--- src/rtl/mem_access_ctrl.sv ---
// Request sequencer for the 8x8 bit-level memory: valid/ready requests in, held select/op/adr/data out.
// Optional write-verify read-back is compiled in with `define MEMCTRL_WRITE_VERIFY_EN.
module mem_access_ctrl #(
  parameter int HOLD_CYCLES = 2,
  parameter int ADDR_W      = 3,
  parameter int DATA_W      = 8
) (
  input  logic              i_clk,
  input  logic              i_rst,
  input  logic              req_valid,
  output logic              req_ready,
  input  logic              req_we,
  input  logic [ADDR_W-1:0] req_addr,
  input  logic [DATA_W-1:0] req_wdata,
  output logic              rsp_valid,
  output logic [DATA_W-1:0] rsp_data,
  output logic              mem_select,
  output logic              mem_op,
  output logic [ADDR_W-1:0] mem_adr,
  output logic [DATA_W-1:0] mem_din,
  input  logic [DATA_W-1:0] mem_dout,
  output logic              verify_err
);

  typedef enum logic [1:0] {
    S_IDLE,
    S_ACCESS,
    S_VGAP,
    S_VERIFY
  } state_t;

  localparam logic [3:0] CNT_LOAD = 4'(HOLD_CYCLES - 1);

  state_t              r_state;
  logic [3:0]          r_cnt;
  logic                r_we;
  logic                r_req_ready;
  logic                r_rsp_valid;
  logic [DATA_W-1:0]   r_rsp_data;
  logic                r_sel;
  logic                r_op;
  logic [ADDR_W-1:0]   r_adr;
  logic [DATA_W-1:0]   r_din;
`ifdef MEMCTRL_WRITE_VERIFY_EN
  logic                r_verify_err;
`endif

  always_ff @(posedge i_clk) begin
    if (i_rst) begin
      r_state     <= S_IDLE;
      r_cnt       <= '0;
      r_we        <= 1'b0;
      r_req_ready <= 1'b0;
      r_rsp_valid <= 1'b0;
      r_rsp_data  <= '0;
      r_sel       <= 1'b0;
      r_op        <= 1'b0;
      r_adr       <= '0;
      r_din       <= '0;
`ifdef MEMCTRL_WRITE_VERIFY_EN
      r_verify_err <= 1'b0;
`endif
    end else begin
      r_rsp_valid <= 1'b0;
      case (r_state)
        S_IDLE: begin
          r_sel <= 1'b0;
          r_op  <= 1'b0;
          // Ready is only ever high in IDLE, so every accept is followed by a full access.
          if (req_valid && r_req_ready) begin
            r_we        <= req_we;
            r_adr       <= req_addr;
            if (req_we) begin
              r_din <= req_wdata;
            end
            r_cnt       <= CNT_LOAD;
            r_sel       <= 1'b1;
            r_op        <= req_we;
            r_req_ready <= 1'b0;
            r_state     <= S_ACCESS;
          end else begin
            r_req_ready <= 1'b1;
          end
        end

        S_ACCESS: begin
          if (r_cnt == 4'd0) begin
            r_sel <= 1'b0;
            r_op  <= 1'b0;
            if (!r_we) begin
              // mem_dout is trusted only in the last held cycle of a read.
              r_rsp_data  <= mem_dout;
              r_rsp_valid <= 1'b1;
            end
`ifdef MEMCTRL_WRITE_VERIFY_EN
            if (r_we) begin
              r_state <= S_VGAP;
            end else begin
              r_req_ready <= 1'b1;
              r_state     <= S_IDLE;
            end
`else
            r_req_ready <= 1'b1;
            r_state     <= S_IDLE;
`endif
          end else begin
            r_cnt <= r_cnt - 4'd1;
          end
        end

`ifdef MEMCTRL_WRITE_VERIFY_EN
        S_VGAP: begin
          r_sel   <= 1'b1;
          r_op    <= 1'b0;
          r_cnt   <= CNT_LOAD;
          r_state <= S_VERIFY;
        end

        S_VERIFY: begin
          if (r_cnt == 4'd0) begin
            // r_din still holds the data just written; reads never touch it.
            if (mem_dout != r_din) begin
              r_verify_err <= 1'b1;
            end
            r_sel       <= 1'b0;
            r_op        <= 1'b0;
            r_req_ready <= 1'b1;
            r_state     <= S_IDLE;
          end else begin
            r_cnt <= r_cnt - 4'd1;
          end
        end
`endif

        default: begin
          r_sel       <= 1'b0;
          r_op        <= 1'b0;
          r_req_ready <= 1'b0;
          r_state     <= S_IDLE;
        end
      endcase
    end
  end

  assign req_ready  = r_req_ready;
  assign rsp_valid  = r_rsp_valid;
  assign rsp_data   = r_rsp_data;
  assign mem_select = r_sel;
  assign mem_op     = r_op;
  assign mem_adr    = r_adr;
  assign mem_din    = r_din;
`ifdef MEMCTRL_WRITE_VERIFY_EN
  assign verify_err = r_verify_err;
`else
  assign verify_err = 1'b0;
`endif

endmodule

--- config.mk ---
export PLATFORM = sky130hd
export DESIGN_NAME = mem_access_ctrl
export DESIGN_NICKNAME = d
export VERILOG_FILES = /design/src/rtl/mem_access_ctrl.sv
export SDC_FILE = /design/constraint.sdc
export NUM_CORES = 1
export LEC_CHECK = 0
export ABC_AREA = 1
export BUFFER_PORTS_ARGS = -buffer_cell sky130_fd_sc_hd__buf_2
export CAP_MARGIN = 20
export CORE_MARGIN = 2
export CORE_UTILIZATION = 30
export CTS_BUF_LIST = sky130_fd_sc_hd__clkbuf_16
export DETAILED_ROUTE_END_ITERATION = 7
export SYNTH_ARGS = -nofsm -noshare
export SYNTH_HDL_FRONTEND = slang
export SYNTH_SLANG_ARGS = --single-unit
--- constraint.sdc ---
create_clock -name i_clk -period 1.1 [get_ports i_clk]
set_input_delay 0 -clock i_clk [delete_from_list [all_inputs] [get_ports i_clk]]
set_output_delay 0 -clock i_clk [all_outputs]
set_load 0.005 [all_outputs]
; ---- After elaboration in Yosys (flattened, before gate mapping)
; Index checks and enable logic that the tools add are counted.
[totals]
reg_bits = 30
wordCells = 43
in_bits = 23
[classes]
n_mux = 15
add_sub_neg = 1
bitwise_logic = 3
eq_ne = 4
reduce_logical = 10
[op_table]
columns = operator, n
row1 = $reduce_and 3->1, 3
row2 = $mux 4, 2
row3 = $pmux 4 s2, 1
row4 = $mux 1, 6
row5 = $ne 2x2->1 const B, 3
row6 = $pmux 1 s2, 3
row7 = $logic_not 4->1, 1
row8 = $mux 2, 2
row9 = $pmux 2 s2, 1
row10 = $reduce_and 2->1, 2
row11 = $sub 4x1->4 const B, 1
row12 = $not 1->1, 3
row13 = $reduce_or 3->1, 1
row14 = $eq 2x1->1 const B, 1
row15 = $logic_not 2->1, 1
row16 = $reduce_bool 2->1, 1
row17 = $logic_and 1x1->1, 1

; ---- Logic depth before layout (Yosys ltp)
[depth]
ltp_word = 3
ltp_mapped = 8

; ---- Worst setup path after synthesis
; No wires, ideal clock.
[synth_path]
kind = reg-to-reg
start = register r_cnt[0]
end = register r_rsp_data[0], in the netlist rsp_data[0]
period_less_slack_ps = 1130
arrival_ps = 1015
n_path_buf = 0
path_stages_with_launch = 8
setup_time_ps = 116
slack_ps = -30
path_cell_list = dfxtp_1 inv_1 ha_1 nand2_1 nor2_2 nand3_2 o21ai_0 nor2_1
[synth_between]
elab_chain_len = 2
[synth_lines]
columns = element, line
row1 = from (decl), 35  ; logic [3:0] r_cnt;
row2 = from (signal assigned), 107  ; r_cnt <= r_cnt - 4'd1;
row3 = $logic_not 4->1, 87  ; if (r_cnt == 4'd0) begin
row4 = $reduce_and 3->1 (no line), n/a
row5 = to (signal assigned), 92  ; r_rsp_data <= mem_dout;
row6 = to (decl), 39  ; logic [DATA_W-1:0] r_rsp_data;
; No other way between the ends.
; A chain may end at the register's enable or synchronous reset.

; ---- Worst setup path after layout
; Ends and elaborated chain as after synthesis.

==> impl_metrics.yaml <==
placed_design:
  place_congestion: 0.735
  dp_hpwl_mm: 1.89
  place_inst: 239
  io_buffers: 45
drt:
  avgViaCountPerCell: 4.36
  wl_per_cell_um: 11.6
  wl_mm: 3.09
  dr_total_vias: 1165
  drtPass1Iterations: 4
  final_antenna_net_count: 0
  drt_iter0_markers: 44
  drc_errors: 0
layout:
  drive_gt1_frac: 0.443
  syn_to_final_growth_pct: 77.5
  layout_commonest_cell: "buf_2"
  fin_util: 0.566
  diodes: 0
  nNetsFinal: 246
  most-common-layout-cells: "45 x buf_2, 43 x nor2_1, 27 x dfxtp_1"
  instances_no_fill: 267
worst_hold_path:
  hp-start: "mem_dout[5]"
  hp-class: "input pin to flop"
  hold_end: "rsp_data[5]$_SDFFE_PP0P_"
  hold_depth: 3
critical_path:
  cp_data_arrival_time_ns: 1.32
  rr_endpoint: "rsp_data[0]$_SDFFE_PP0P_"
  r2r_start: "r_cnt[0]$_SDFFE_PP0P_"
  worstSetupStartpointType: "flop"
  rr_worst_depth: 7
  cp_data_required_time_ns: 1.26
  cp_max_fo: 5
  r2r_slack_ns: -0.06
  worstSetupEndpointType: "flop"
  path_class: "flop to flop"
sta:
  drv_slew: 0
  whs_ns: 0.0236
  hold_viol_final: 0
  finalCriticalPeriod_ns: 1.16
  rsz0062_at_grt: "yes"
  setup-violations-final: 9
  clock-skew-final_ns: 0.00245
  setup_ws_ns: -0.0620
  fin_crit_sh: 1.06
  max_freq_ghz: 0.861
die:
  ios: 47
  coreArea_um2: 3420
  fp.dieH_um: 64.3
  die_area_um2: 4130
  rows: 21
  dieWidth_um: 64.3
  initial_utilization: 0.319
clocking:
  clk_pin_slew_ns: 0.05
  cts_buffers: 5
  cts_tree: "yes"
  worstSkewPairLatency_ns: 0.27
  numClockSinks: 29
  clockRootBuffer: "clkbuf_16"
  cts_buffer_depth: 2
  cts.htree.levels: 2
run_status:
  violations: "negative setup slack"
  outcome: "finished, violations left"
global_route:
  grt_pass1_wl_mm: 4.58
  grt_pass1_vias: 1046
  gr-usage-all-layers: 0.145
  grt_overflow: 0
  grt_start_max_net_pins: 11
  antenna_found_initial: 0
logic_synthesis:
  syn_nets: 164
  syn_inst: 139
  avgSynthCellArea_um2: 7.84
  synthesis.area_um2: 1090
  ys_types: 20
  synth_seq_cells: 29
  yosysWarnings: 0
  synth-seq-area-share: 0.533
pwr:
  power_uw: 3060
  pwr-share-seq: 0.384
  power_leakage_uw: 0.000896
  p_clk_frac: 0.405
  power_frac_comb: 0.211
  peakVddDrop_v: 0.000892
  swShare: 0.261
  internal-power_uw: 2260
  p_sw_uw: 800
  power.density_nw_per_um2: 1580
run:
  maxCapViolCount: 0
==> critical path, cell delays in order (launching register included) <==
cell	delay, ns
dfxtp_2	0.32
inv_2	0.07
ha_4	0.15
nand2_4	0.05
nor2_4	0.11
nand3_4	0.14
o21ai_1	0.16
nor2_1	0.05
==> what timing repair did <==
item	in CTS	in global routing
resized for setup	9	22
hold endpoints to repair	18	0
buffers inserted	1	2
pin swaps	10	7
endpoints found under the setup margin	16	20
cloned	1	0
hold buffers	18	0
==> logic make-up after synthesis <==
| logic type | count (synthesis) | synth area share |
|---|---|---|
| buffers and inverters | 16 | 0.0655 |
| and+or+nand+nor | 63 | 0.246 |
| AOI/OAI and AO/OA | 28 | 0.130 |
| other | 1 | 0.00344 |
| adders and majority gates | 2 | 0.0230 |
| DFF | 29 | 0.533 |
==> sequential cells by signal, indices dropped and copies added (netlist names) <==
| register | flops |
|---|---|
| mem_op | 1 |
| mem_adr | 3 |
| mem_select | 1 |
| r_we | 1 |
| req_ready | 1 |
| rsp_data | 8 |
| rsp_valid | 1 |
| mem_din | 8 |
| r_state | 1 |
| r_cnt | 4 |
==> worst max-delay path by stage <==
stage	start	end	slack, ns	depth (start not counted)
final	r_cnt[0]$_SDFFE_PP0P_	rsp_data[0]$_SDFFE_PP0P_	-0.06	7
after global routing	r_cnt[0]$_SDFFE_PP0P_	rsp_data[7]$_SDFFE_PP0P_	-0.13	7
after global placement	r_cnt[1]$_SDFFE_PP0P_	rsp_data[2]$_SDFFE_PP0P_	-0.05	8
after detailed placement	r_cnt[1]$_SDFFE_PP0P_	rsp_data[5]$_SDFFE_PP0P_	-0.10	8
after floorplan	r_cnt[0]$_SDFFE_PP0P_	rsp_data[0]$_SDFFE_PP0P_	0.01	7
after CTS	r_cnt[0]$_SDFFE_PP0P_	rsp_data[5]$_SDFFE_PP0P_	-0.06	8
==> cell usage after synthesis <==
| master | instances | area, µm² |
|---|---|---|
| nand3_2 | 1 | 10.0 |
| nor2_2 | 1 | 6.26 |
| nand2_1 | 9 | 33.8 |
| o21ai_1 | 8 | 40.0 |
| clkbuf_1 | 2 | 7.51 |
| buf_6 | 1 | 11.3 |
| buf_4 | 1 | 7.51 |
| dfxtp_1 | 29 | 581 |
| inv_2 | 5 | 18.8 |
| a21oi_1 | 6 | 30.0 |
| o22ai_1 | 1 | 6.26 |
| ha_1 | 2 | 25.0 |
| inv_1 | 7 | 26.3 |
| o21ai_0 | 13 | 65.1 |
| nand3_1 | 2 | 10.0 |
| nor3_1 | 1 | 5.00 |
| nand3_4 | 1 | 17.5 |
| nor2_1 | 46 | 173 |
| conb_1 | 1 | 3.75 |
| nand2_2 | 2 | 12.5 |
==> metrics by stage <==
step | setup WS (ns) | setup TNS [ns] | instance area [µm²]
2_1_floorplan | 0.00979 | 0 | 1120
3_3_place_gp | -0.0513 | -0.389 | 1480
3_5_place_dp | -0.101 | -0.727 | 1480
4_1_cts | -0.0595 | -0.411 | 1830
5_1_grt | -0.130 | -1.16 | 1930
6_report | -0.0620 | -0.456 | 1930
==> per-layer routing <==
| metal | part of all wire | vias to the layer above | wire (µm) | global-route usage |
|---|---|---|---|---|
| li1 | - | 610 | - | - |
| met1 | 0.42 | 525 | 1300 | 0.171 |
| met2 | 0.52 | 26 | 1600 | 0.237 |
| met3 | 0.047 | 4 | 146 | 0.0511 |
| met4 | 0.011 | 0 | 35 | 0.0612 |
| met5 | 0 | - | 0 | 0 |
==> cell type report <==
cell class / count / area (µm²)
Inverter: 12 / 57.6
Multi-Input combinational cell: 95 / 582
Fill cell: 323 / 1480
Clock buffer: 5 / 125
Timing Repair Buffer: 78 / 522
Sequential cell: 29 / 583
Clock inverter: 2 / 7.51
Tap cell: 46 / 57.6
==> power by group through the flow <==
| stage | Clock [µW] | Combinational, µW | Sequential (µW) |
|---|---|---|---|
| global route | 1300 | 712 | 1190 |
| floorplan | 0 | 250 | 1210 |
| detailed placement | 0 | 467 | 1200 |
| global placement | 0 | 464 | 1190 |
| finish | 1240 | 647 | 1180 |
| CTS | 1250 | 554 | 1180 |
Note: power is estimated with default switching activity, not from simulation.
